File: src/rtl/conv_window_gen.sv
// -----------------------------------------------------------------------------
// conv_window_gen
//
// Sliding-window generator for the convolution datapath. Consumes a
// raster-order pixel stream and presents, for every accepted pixel, the K x K
// neighbourhood whose bottom-right (newest) element is that pixel.
//
// Optional feature macro: WINDOW_STRIDE2_EN
//   undefined : stride 1, every fully-inside window is flagged valid
//   defined   : stride 2, only windows whose top-left offset is even in both
//               dimensions are flagged valid
//
// Ports
//   clk         sole clock, rising edge
//   rst_n       asynchronous, active-low reset
//   in_valid    in_data carries a pixel this cycle
//   in_sof      with in_valid: this pixel is (row 0, col 0)
//   in_data     pixel, raster order
//   out_valid   out_window holds a complete in-frame window
//   out_window  flattened window, element (r,c) at [(r*K+c)*DATA_WIDTH +: DATA_WIDTH]
//   out_row     row of the newest pixel in the window
//   out_col     column of the newest pixel in the window
// -----------------------------------------------------------------------------
module conv_window_gen #(
    parameter int DATA_WIDTH = 8,
    parameter int K          = 3,
    parameter int IMG_WIDTH  = 8,
    parameter int IMG_HEIGHT = 8,
    parameter int CW         = $clog2(IMG_WIDTH),
    parameter int RW         = $clog2(IMG_HEIGHT)
) (
    input  logic                      clk,
    input  logic                      rst_n,
    input  logic                      in_valid,
    input  logic                      in_sof,
    input  logic [DATA_WIDTH-1:0]     in_data,
    output logic                      out_valid,
    output logic [K*K*DATA_WIDTH-1:0] out_window,
    output logic [RW-1:0]             out_row,
    output logic [CW-1:0]             out_col
);

    typedef logic [DATA_WIDTH-1:0] pix_t;

`ifdef WINDOW_STRIDE2_EN
    // Parity of K-1; bit 0 of (pos - (K-1)) is pos[0] ^ this.
    localparam logic K1_ODD = 1'((K - 1) % 2);
`endif

    // Position of the next pixel to be accepted.
    logic [RW-1:0] row_q, row_d;
    logic [CW-1:0] col_q, col_d;

    // Position of the pixel offered this cycle (in_sof overrides the counters).
    logic [RW-1:0] pos_row;
    logic [CW-1:0] pos_col;
    logic          win_ok;

    logic          out_valid_q;
    logic [RW-1:0] out_row_q;
    logic [CW-1:0] out_col_q;

    // win_q[r][c]: r=0 oldest line, c=0 leftmost column.
    pix_t win_q [K][K];
    // lb_q[i][col]: pixel from i+1 lines earlier at that column.
    pix_t lb_q [K-1][IMG_WIDTH];
    // Column entering the window: col_vec[K-1] is the new pixel.
    pix_t col_vec [K];

    // NOTE: every output of a combinational block is given a value on every
    // path (defaults first), otherwise synthesis infers a latch.
    always_comb begin
        pos_row = in_sof ? '0 : row_q;
        pos_col = in_sof ? '0 : col_q;

        row_d = row_q;
        col_d = col_q;
        if (in_valid) begin
            if (pos_col == CW'(IMG_WIDTH - 1)) begin
                col_d = '0;
                row_d = (pos_row == RW'(IMG_HEIGHT - 1)) ? '0 : pos_row + RW'(1);
            end else begin
                col_d = pos_col + CW'(1);
                row_d = pos_row;
            end
        end

        // Windows touching the top rows or wrapping across a line edge are
        // never flagged; that also hides stale line-buffer data after in_sof.
        win_ok = (pos_row >= RW'(K - 1)) && (pos_col >= CW'(K - 1));
`ifdef WINDOW_STRIDE2_EN
        win_ok = win_ok && !(pos_row[0] ^ K1_ODD) && !(pos_col[0] ^ K1_ODD);
`endif

        col_vec[K-1] = in_data;
        for (int i = 0; i < K - 1; i++) begin
            col_vec[K-2-i] = lb_q[i][pos_col];
        end
    end

    // NOTE: the line buffers are plain storage with no reset; the validity
    // gate guarantees their power-up contents never reach a valid window.
    always_ff @(posedge clk) begin
        if (in_valid) begin
            lb_q[0][pos_col] <= in_data;
            for (int i = 1; i < K - 1; i++) begin
                lb_q[i][pos_col] <= lb_q[i-1][pos_col];
            end
        end
    end

    // NOTE: sequential state uses non-blocking assignments so every register
    // samples pre-edge values, independent of statement order.
    always_ff @(posedge clk or negedge rst_n) begin
        if (!rst_n) begin
            row_q       <= '0;
            col_q       <= '0;
            out_valid_q <= 1'b0;
            out_row_q   <= '0;
            out_col_q   <= '0;
            for (int r = 0; r < K; r++) begin
                for (int c = 0; c < K; c++) begin
                    win_q[r][c] <= '0;
                end
            end
        end else begin
            row_q       <= row_d;
            col_q       <= col_d;
            out_valid_q <= in_valid && win_ok;
            if (in_valid) begin
                out_row_q <= pos_row;
                out_col_q <= pos_col;
                // Shift the window left by one column and load the new column.
                for (int r = 0; r < K; r++) begin
                    for (int c = 0; c < K - 1; c++) begin
                        win_q[r][c] <= win_q[r][c+1];
                    end
                    win_q[r][K-1] <= col_vec[r];
                end
            end
        end
    end

    always_comb begin
        out_window = '0;
        for (int r = 0; r < K; r++) begin
            for (int c = 0; c < K; c++) begin
                out_window[(r*K+c)*DATA_WIDTH +: DATA_WIDTH] = win_q[r][c];
            end
        end
    end

    assign out_valid = out_valid_q;
    assign out_row   = out_row_q;
    assign out_col   = out_col_q;

endmodule

File: config.mk
export PLATFORM = sky130hd
export DESIGN_NAME = conv_window_gen
export DESIGN_NICKNAME = d
export VERILOG_FILES = /design/src/rtl/conv_window_gen.sv
export SDC_FILE = /design/constraint.sdc
export NUM_CORES = 1
export LEC_CHECK = 0
export CELL_PAD_IN_SITES_DETAIL_PLACEMENT = 0
export CELL_PAD_IN_SITES_GLOBAL_PLACEMENT = 1
export CORE_AREA = 2 2 137 139
export CTS_BUF_LIST = sky130_fd_sc_hd__clkbuf_16
export CTS_CLUSTER_SIZE = 14
export DETAILED_ROUTE_END_ITERATION = 10
export DIE_AREA = 0 0 139 141
export PLACE_DENSITY_LB_ADDON = 0.25
export SETUP_SLACK_MARGIN = 0.15
export SLEW_MARGIN = 20
export SYNTH_ARGS = -nofsm -noshare
export SYNTH_HDL_FRONTEND = slang
export SYNTH_SLANG_ARGS = --single-unit
File: constraint.sdc
create_clock -name clk -period 3.1 [get_ports clk]
set_input_delay 0.93 -clock clk [delete_from_list [all_inputs] [get_ports clk]]
set_output_delay 0.93 -clock clk [all_outputs]
set_load 0.01 [all_outputs]
==> results of run 1 <==
## worst register-to-register path, stage by stage (launching register included)
cell,delay (ns)
sky130_fd_sc_hd__dfrtp_2,0.80
sky130_fd_sc_hd__buf_4,0.33
sky130_fd_sc_hd__mux2_2,0.36
sky130_fd_sc_hd__a22oi_1,0.23
sky130_fd_sc_hd__nand3_1,0.27
## layout make-up
type | count | area [um^2]
Fill cell | 1413 | 7790
Sequential cell | 213 | 5970
Multi-Input combinational cell | 272 | 2270
Timing Repair Buffer | 113 | 1210
Clock buffer | 23 | 576
Tap cell | 234 | 293
Clock inverter | 17 | 139
Inverter | 4 | 15.0
## cell usage in the layout (no fill, tap or decap)
cell type                         Yosys  layout
sky130_fd_sc_hd__a221oi_1             8       8
sky130_fd_sc_hd__a22oi_1              8       8
sky130_fd_sc_hd__a31oi_1              8       8
sky130_fd_sc_hd__a32o_1               1       1
sky130_fd_sc_hd__a41oi_1              8       8
sky130_fd_sc_hd__and2_1               1       1
sky130_fd_sc_hd__and3b_1             17      17
sky130_fd_sc_hd__buf_12               0      11
sky130_fd_sc_hd__buf_4                1      14
sky130_fd_sc_hd__bufinv_16            0       2
sky130_fd_sc_hd__clkbuf_16            0      23
sky130_fd_sc_hd__clkdlybuf4s50_1      0      88
sky130_fd_sc_hd__clkinv_1             0       3
sky130_fd_sc_hd__clkinv_2             0       8
sky130_fd_sc_hd__clkinv_8             0       1
sky130_fd_sc_hd__dfrtp_1             85      84
sky130_fd_sc_hd__dfrtp_2              0       1
sky130_fd_sc_hd__edfxtp_1           128     128
sky130_fd_sc_hd__ha_1                 4       4
sky130_fd_sc_hd__inv_1                4       7
sky130_fd_sc_hd__mux2_2              77      77
sky130_fd_sc_hd__mux2i_1             32      32
sky130_fd_sc_hd__nand2_1              6       6
sky130_fd_sc_hd__nand2b_1             1       1
sky130_fd_sc_hd__nand3_1              9       9
sky130_fd_sc_hd__nor2_1              23      23
sky130_fd_sc_hd__nor2b_1             22      22
sky130_fd_sc_hd__nor3_1               4       1
sky130_fd_sc_hd__nor3_2               0       3
sky130_fd_sc_hd__nor4_1               1       1
sky130_fd_sc_hd__o21a_1               1       1
sky130_fd_sc_hd__o21ai_0             22      22
sky130_fd_sc_hd__o22a_1              16      16
sky130_fd_sc_hd__o31ai_1              1       1
sky130_fd_sc_hd__or3b_1               2       2
## sequential cells by signal (all words and copies together) (netlist names)
signal,flops
row_q,3
out_window,72
out_col,3
lb_q,128
out_valid,1
out_row,3
col_q,3
## stage by stage
| step | instance area (um^2) | instances | hold WS [ns] |
|---|---|---|---|
| 2_1_floorplan | 8420 | 522 | 0.442 |
| 3_3_place_gp | 9760 | 836 | 0.463 |
| 3_5_place_dp | 9760 | 836 | 0.470 |
| 4_1_cts | 10500 | 876 | 0.426 |
| 5_1_grt | 10500 | 876 | 0.441 |
| 6_report | 10500 | 876 | 0.422 |
## layer usage
metal / vias up / track usage
li1: 2204 / -
met5: - / 0
met2: 138 / 0.328
met4: 0 / 0.0564
met1: 2456 / 0.244
met3: 28 / 0.0275
## power by group through the flow
stage	combinational, mW	sequential, mW	clock (mW)
CTS	1.31	3.60	2.63
floorplan	0.544	3.67	0
global route	1.39	3.63	2.74
finish	1.29	3.59	2.58
detailed placement	1.31	3.65	0
global placement	1.28	3.64	0
## path summary, 6_finish.rpt
check | end | slack (ns) | depth (start not counted)
setup / recovery | out_window[16] | 0.63 | 1
hold / removal | out_window[5] | 0.42 | 1
setup reg to reg | lb_q[0][126] | 0.79 | 4
hold reg to reg | row_q[0] | 0.48 | 2
max in group asynchronous | out_window[61] | 2.02 | 2
min in group clk | row_q[0] | 0.48 | 2
## cell families (layout without fill, tap and decap cells)
logic type | count (synthesis) | in the layout | synth area share
buf+inv | 37 | 157 | 0.0220
mux | 109 | 109 | 0.141
simple gates | 86 | 86 | 0.0590
flops | 213 | 213 | 0.709
compound gates | 73 | 73 | 0.0624
fa+ha+maj | 4 | 4 | 0.00595
==> flow_metrics.env, run 1 <==
export IMPL_outcome="complete, no violations"
export IMPL_worst_ep_required_time_ns=2.17
export IMPL_mappedNetlistNets=538
export IMPL_gp_congestion=0.800
export IMPL_die_x_um=139
export IMPL_timing_setup_critical_path_class="reg2out"
export IMPL_tritoncts_num_sinks=213
export IMPL_top_layer_reached_by_signal_wires="met4"
export IMPL_cts_tree="done"
export IMPL_synth_cell_area_um2=8420
export IMPL_antenna_found_initial=0
export IMPL_worst_skew_pair_late_latency_ns=0.51
export IMPL_place_worst_setup_slack_ns=0.237
export IMPL_ys_dominant_reg_cell="sky130_fd_sc_hd__edfxtp_1"
export IMPL_cts_repair_resized=0
export IMPL_global_route_wire_length_before_repair_um=28700
export IMPL_number_of_buffers_inserted_by_hold_repair_at_cts=0
export IMPL_detailedRoute_firstIterationViolations=253
export IMPL_cpLargestDelayFamily="buffers and inverters"
export IMPL_grt_overflow_total=0
export IMPL_fin_nets=642
export IMPL_maxCapViolations=0
export IMPL_timing_worst_slew_pin_value_ns=0.723
export IMPL_p_sw_frac=0.251
export IMPL_numPortBuffers=90
export IMPL_synthTopCellsByArea="sky130_fd_sc_hd__edfxtp_1, sky130_fd_sc_hd__dfrtp_1, sky130_fd_sc_hd__mux2_2, sky130_fd_sc_hd__mux2i_1, sky130_fd_sc_hd__and3b_1"
export IMPL_drt_total_wl_um=18500
export IMPL_synth_cell_type_count=31
export IMPL_layout_core_utilization=0.573
export IMPL_setup_violations_final=0
export IMPL_total_power_mw=7.46
export IMPL_clk_pin_slew_ns=0.06
export IMPL_synthArstFlopShare=0.399
export IMPL_unrepaired_setup_endpoints_after_global_routing="no"
export IMPL_placementRows=50
export IMPL_power_frac_comb=0.173
export IMPL_leakagePower_nw=4.00
export IMPL_first_global_vias=5012
export IMPL_crit_start="out_window[16]"
export IMPL_die_h_um=141
export IMPL_routed_via_density=5.51
export IMPL_grt_start_max_net_pins=79
export IMPL_synthTopCellsByCount="sky130_fd_sc_hd__edfxtp_1, sky130_fd_sc_hd__dfrtp_1, sky130_fd_sc_hd__mux2_2"
export IMPL_htree_levels=1
export IMPL_synth_top_area_cell="sky130_fd_sc_hd__edfxtp_1"
export IMPL_synth_warnings=0
export IMPL_cp_slowest_stage_delay_ns=0.58
export IMPL_first_pass_iters=5
export IMPL_fin_worst_setup_slack_ns=0.635
export IMPL_antenna_diode_count=0
export IMPL_critPathBufInv=1
export IMPL_final_max_slew_viol_count=0
export IMPL_period_needed_ns=2.47
export IMPL_route_vias_total=4826
export IMPL_maxClockFrequency_mhz=406
export IMPL_cts_buffers_inserted=22
export IMPL_pin_count=91
export IMPL_routed_length_on_met2_um=9260
export IMPL_worst_hold_path_type="in2async"
export IMPL_power_switching_mw=1.87
export IMPL_start_of_the_worst_register_to_register_path="col_q[0]"
export IMPL_worst_ep_arrival_time_ns=1.54
export IMPL_power_report_internal_total_mw=5.59
export IMPL_drive_above_1_share=0.218
export IMPL_part_of_the_total_power_dissipated_in_the_clock_network=0.345
export IMPL_sequentialPowerShare=0.481
export IMPL_ctsRootBufferMaster="sky130_fd_sc_hd__clkbuf_16"
export IMPL_clock_tree_buffer_depth=3
export IMPL_design_die_area_um2=19600
export IMPL_cp_slowest_cell="sky130_fd_sc_hd__clkdlybuf4s50_1"
export IMPL_post_synth_top_area_fraction=0.457
export IMPL_worst_setup_path_end_kind="primary output"
export IMPL_synthToLayoutAreaGrowth_pct=24.5
export IMPL_start_util=0.461
export IMPL_setup_tns_ns=0
export IMPL_clock_skew_final_ns=0.00956
export IMPL_postRouteAntennaNets=0
export IMPL_post_dp_hpwl_um=11400
export IMPL_yosysMostFrequentCell="sky130_fd_sc_hd__edfxtp_1"
export IMPL_dr_wl_cell_um=21.1
export IMPL_crit_path_cell_trace="clkdlybuf4s50_1"
export IMPL_timing_final_crit_share=0.795
export IMPL_worstPathMaxFanout=3
export IMPL_m1WireLength_um=7930
export IMPL_power_density_nw_per_um2=712
export IMPL_syn_area_per_cell_um2=16.1
export IMPL_detailroute_wirelength_met3_um=974
export IMPL_ir_worst_vdd_uv=494
export IMPL_synthesis_instances=522
export IMPL_sequential_share_of_the_synthesized_area=0.709
export IMPL_slew_headroom=0.518
export IMPL_cts_setup_buffers=0
export IMPL_cp_start_kind="register"
export IMPL_postSynthRegisterBits=213
export IMPL_post_route_drc_count=0
export IMPL_core_region_area_um2=18300
export IMPL_gr_usage_all_layers=0.188
export IMPL_hold_viol=0
export IMPL_synth_enable_flop_cells=128
Power figures use the tool's default switching activity.
==> inputs of run 2 (changes only) <==
CORE_AREA = 2 2 143 145   (was 2 2 137 139)
DIE_AREA = 0 0 145 147   (was 0 0 139 141)
clock period = 2.1 ns   (was 3.1 ns; I/O delays follow)
==> flow_metrics.env, run 2 (synthesis gave the netlist of run 1 again) <==
export IMPL_post_route_drc_count=0
export IMPL_worst_ep_required_time_ns=2.32
export IMPL_total_power_mw=10.8
export IMPL_die_h_um=147
export IMPL_clk_pin_slew_ns=0.05
export IMPL_grt_start_max_net_pins=64
export IMPL_setup_tns_ns=0
export IMPL_period_needed_ns=1.89
export IMPL_num_fill_cells=1628
export IMPL_ir_worst_vdd_uv=632
export IMPL_design_die_area_um2=21300
export IMPL_leakagePower_nw=4.38
export IMPL_gr_usage_all_layers=0.176
export IMPL_route_vias_total=5021
export IMPL_timing_final_crit_share=0.901
export IMPL_cts_buffers_inserted=23
export IMPL_regMostFlops="lb_q"
export IMPL_clock_skew_final_ns=0.00637
export IMPL_post_dp_hpwl_um=11900
export IMPL_maxClockFrequency_mhz=529
export IMPL_outcome="complete, no violations"
export IMPL_worst_skew_pair_late_latency_ns=0.50
export IMPL_drt_total_wl_um=18300
export IMPL_tritoncts_num_sinks=213
export IMPL_first_pass_iters=5
export IMPL_maxCapViolations=0
export IMPL_worst_hold_path_type="in2async"
export IMPL_start_of_the_worst_register_to_register_path="col_q[0]"
export IMPL_hold_viol=0
export IMPL_final_max_slew_viol_count=0
export IMPL_pin_count=91
export IMPL_clock_tree_buffer_depth=3
export IMPL_cp_slowest_stage_delay_ns=0.41
export IMPL_die_x_um=145
export IMPL_core_region_area_um2=19800
export IMPL_cts_tree="done"
export IMPL_layout_cells_most_common="sky130_fd_sc_hd__edfxtp_1"
export IMPL_grt_overflow_total=0
export IMPL_antenna_found_initial=0
export IMPL_critPathBufInv=4
export IMPL_unrepaired_setup_endpoints_after_global_routing="no"
export IMPL_timing_worst_slew_pin_value_ns=0.454
export IMPL_start_util=0.424
export IMPL_cpLargestDelayFamily="buffers and inverters"
export IMPL_detailedRoute_firstIterationViolations=229
export IMPL_cp_slowest_cell="sky130_fd_sc_hd__or3b_4"
export IMPL_worst_ep_arrival_time_ns=2.11
export IMPL_ctsRootBufferMaster="sky130_fd_sc_hd__clkbuf_16"
export IMPL_layout_cells_most_common_list="sky130_fd_sc_hd__edfxtp_1, sky130_fd_sc_hd__dfrtp_1, sky130_fd_sc_hd__dlygate4sd2_1"
export IMPL_worst_setup_path_end_kind="register"
export IMPL_crit_path_cell_trace="dlygate4sd2_1 > buf_4 > or3b_4 > buf_6 > nor3_4 > bufbuf_16"
export IMPL_cp_start_kind="input pin"
export IMPL_timing_setup_critical_path_class="in2reg"
export IMPL_fin_nets=685
export IMPL_critical_path_reg2reg_endpoint="lb_q[0][122]"
export IMPL_synthToLayoutAreaGrowth_pct=29.7
export IMPL_postRouteAntennaNets=0
export IMPL_global_route_wire_length_before_repair_um=29400
export IMPL_routed_via_density=5.26
export IMPL_ff2ff_path_depth=5
export IMPL_slew_headroom=0.695
export IMPL_numPortBuffers=90
export IMPL_placementRows=52
export IMPL_power_density_nw_per_um2=992
export IMPL_max_reg_flops=128
export IMPL_worstPathMaxFanout=8
export IMPL_htree_levels=1
export IMPL_drive_above_1_share=0.286
export IMPL_gp_congestion=0.762
export IMPL_dr_wl_cell_um=19.2
export IMPL_r2r_setup_slack_ns=0.30
export IMPL_antenna_diode_count=0
export IMPL_first_global_vias=5240
export IMPL_setup_violations_final=0
-- run 2: per-stage QoR --
step	area [um^2]	hold slack, ns	worst slack (ns)	std cells	util
final	10900	0.0252	0.208	955	0.550
after global routing	10900	0.0357	0.175	955	0.550
after CTS	10900	0.0224	0.161	955	0.550
after detailed placement	10200	0.487	-0.484	910	0.516
after global placement	10200	0.462	-0.432	910	0.516
after floorplan	8560	0.334	0.00312	522	-
-- run 2: what timing repair did --
item | CTS | global route
hold buffers | 0 | 0
pin swaps | 2 | 1
gates cloned | 1 | 0
gates resized for setup | 90 | 1
setup endpoints to repair | 179 | 18
setup buffers | 3 | 0
-- run 2: metal layers --
| layer | wire length, um | GRT usage | up-vias |
|---|---|---|---|
| met5 | 0 | 0 | - |
| met4 | 344 | 0.0426 | 0 |
| met3 | 744 | 0.0283 | 30 |
| met2 | 9310 | 0.310 | 131 |
| met1 | 7920 | 0.230 | 2578 |
| li1 | - | - | 2282 |
-- run 2: how the worst max path moves through the flow --
stage                 from           end  slack [ns]  cells after the start
detailed placement  in_sof   lb_q[0][74]       -0.48                      6
CTS                 in_sof   lb_q[0][88]        0.16                      6
floorplan           in_sof   lb_q[0][24]       0.003                      4
global route        in_sof   lb_q[0][91]        0.18                      6
global placement    in_sof  lb_q[0][123]       -0.43                      6
finish              in_sof   lb_q[0][91]        0.21                      6
-- run 2: area by class of cell --
cell class              instances  area [um^2]  area share
well taps                     270          338      0.0309
multi-input cells             272         2390       0.219
inverters                       4         17.5     0.00160
clock inverters                18          108     0.00986
clock buffers                  23          576      0.0527
repair buffers                155         1510       0.139
flip-flops and latches        213         5970       0.547
-- run 2: where the power goes --
| part | internal, mW | leakage (nW) | switching, mW |
|---|---|---|---|
| Clock | 2.10 | 0.366 | 1.52 |
| Combinational | 0.971 | 1.85 | 0.993 |
| Sequential | 4.98 | 2.16 | 0.256 |
==> inputs of run 3 (changes only) <==
PLACE_DENSITY = 0.81   (was unset)
PLACE_DENSITY_LB_ADDON = unset   (was 0.25)
==> flow_metrics.env, run 3 (synthesis gave the netlist of run 1 again) <==
export IMPL_timing_final_crit_share=0.912
export IMPL_ff2ff_path_depth=5
export IMPL_synthToLayoutAreaGrowth_pct=30.6
export IMPL_setup_violations_final=0
export IMPL_leakagePower_nw=4.42
export IMPL_worst_setup_path_end_kind="register"
export IMPL_drive_above_1_share=0.299
export IMPL_gr_usage_all_layers=0.173
export IMPL_design_die_area_um2=21300
export IMPL_first_global_vias=5203
export IMPL_first_pass_iters=4
export IMPL_drt_total_wl_um=18200
export IMPL_critical_path_reg2reg_endpoint="out_window[22]"
export IMPL_clock_tree_buffer_depth=3
export IMPL_crit_top_cell="sky130_fd_sc_hd__buf_6"
export IMPL_cp_slowest_stage_delay_ns=0.42
export IMPL_power_density_nw_per_um2=1010
export IMPL_pin_count=91
export IMPL_post_route_drc_count=0
export IMPL_ir_worst_vdd_uv=624
export IMPL_global_route_wire_length_before_repair_um=29000
export IMPL_cp_num_cells=7
export IMPL_cp_slowest_cell="sky130_fd_sc_hd__or3b_1"
export IMPL_clk_pin_slew_ns=0.06
export IMPL_postRouteAntennaNets=0
export IMPL_unrepaired_setup_endpoints_after_global_routing="no"
export IMPL_numPortBuffers=90
export IMPL_timing_worst_slew_pin_value_ns=0.488
export IMPL_maxCapViolations=0
export IMPL_fin_worst_setup_slack_ns=0.185
export IMPL_setup_tns_ns=0
export IMPL_layout_cells_most_common="sky130_fd_sc_hd__edfxtp_1"
export IMPL_cpLargestDelayFamily="buffers and inverters"
export IMPL_worst_skew_pair_late_latency_ns=0.50
export IMPL_r2r_setup_slack_ns=0.20
export IMPL_regMostFlops="lb_q"
export IMPL_final_max_slew_viol_count=0
export IMPL_grt_overflow_total=0
export IMPL_die_h_um=147
export IMPL_antenna_found_initial=0
export IMPL_slew_headroom=0.675
export IMPL_start_of_the_worst_register_to_register_path="col_q[0]"
export IMPL_gp_congestion=0.789
export IMPL_critPathBufInv=5
export IMPL_route_vias_total=5012
export IMPL_ctsRootBufferMaster="sky130_fd_sc_hd__clkbuf_16"
export IMPL_cts_buffers_inserted=23
export IMPL_start_util=0.424
export IMPL_dr_wl_cell_um=19.0
export IMPL_number_of_buffers_inserted_by_hold_repair_at_cts=0
export IMPL_placementRows=52
export IMPL_worstPathMaxFanout=9
export IMPL_cts_tree="done"
export IMPL_tritoncts_num_sinks=213
export IMPL_fin_nets=688
export IMPL_worst_hold_path_type="in2async"
export IMPL_timing_setup_critical_path_class="in2reg"
export IMPL_worst_ep_required_time_ns=2.30
export IMPL_worst_ep_arrival_time_ns=2.12
export IMPL_placed_cells=913
export IMPL_postPlaceCellArea_um2=10200
export IMPL_total_power_mw=11.1
export IMPL_period_needed_ns=1.92
export IMPL_die_x_um=145
export IMPL_grt_start_max_net_pins=61
export IMPL_htree_levels=1
export IMPL_core_region_area_um2=19800
export IMPL_fin_hold_ws_ns=0.0938
export IMPL_clock_skew_final_ns=0.0160
export IMPL_routed_via_density=5.23
export IMPL_layout_core_utilization=0.554
export IMPL_maxClockFrequency_mhz=522
export IMPL_endpoint="lb_q[0][24]"
export IMPL_crit_path_cell_trace="dlygate4sd2_1 > buf_4 > or3b_1 > buf_6 > nor3_4 > buf_6 > buf_12"
export IMPL_crit_start="in_sof"
export IMPL_hold_viol=0
export IMPL_cp_start_kind="input pin"
export IMPL_post_dp_hpwl_um=11700
export IMPL_max_reg_flops=128
export IMPL_outcome="complete, no violations"
export IMPL_detailedRoute_firstIterationViolations=330
export IMPL_antenna_diode_count=0
export IMPL_final_cell_area_um2=11000
export IMPL_layout_cells_most_common_list="sky130_fd_sc_hd__edfxtp_1, sky130_fd_sc_hd__dfrtp_1, sky130_fd_sc_hd__dlygate4sd2_1"
export IMPL_finish_cell_count_without_fillers=958
export IMPL_place_worst_setup_slack_ns=-0.507
## run 3: what timing repair did
action,CTS,global route
endpoints found under the setup margin,209,74
hold endpoints to repair,0,0
gates cloned,1,0
pin swaps,1,2
resized for setup,88,13
setup buffers,3,0
## run 3: per-layer routing
layer  wire [um]  vias to the layer above  track usage
met2        9220                      175        0.297
met1        7260                     2510        0.224
met4         520                        0       0.0569
met5           0                        -            0
met3        1180                       36       0.0314
li1            -                     2291            -
## run 3: how the worst min path moves through the flow
stage | to | slack (ns) | cells past startpoint
finish | out_window[60] | 0.09 | 1
global route | out_window[52] | 0.12 | 1
CTS | out_window[60] | 0.11 | 1
detailed placement | row_q[0] | 0.47 | 2
global placement | row_q[0] | 0.46 | 2
floorplan | col_q[0] | 0.33 | 0
## run 3: power by group
part / total, mW / internal [mW] / leakage (nW) / switching, mW
sequential: 5.25 / 4.98 / 2.16 / 0.267
clock: 3.88 / 2.35 / 0.385 / 1.53
combinational: 1.96 / 0.969 / 1.87 / 0.989
total: 11.1 / 8.30 / 4.42 / 2.78
## run 3: area by class of cell
type | count | area, um^2
repair buffers | 158 | 1500
flip-flops and latches | 213 | 5970
fillers | 1590 | 8860
clock inverters | 18 | 159
multi-input cells | 272 | 2420
clock buffers | 23 | 576
well taps | 270 | 338
inverters | 4 | 17.5
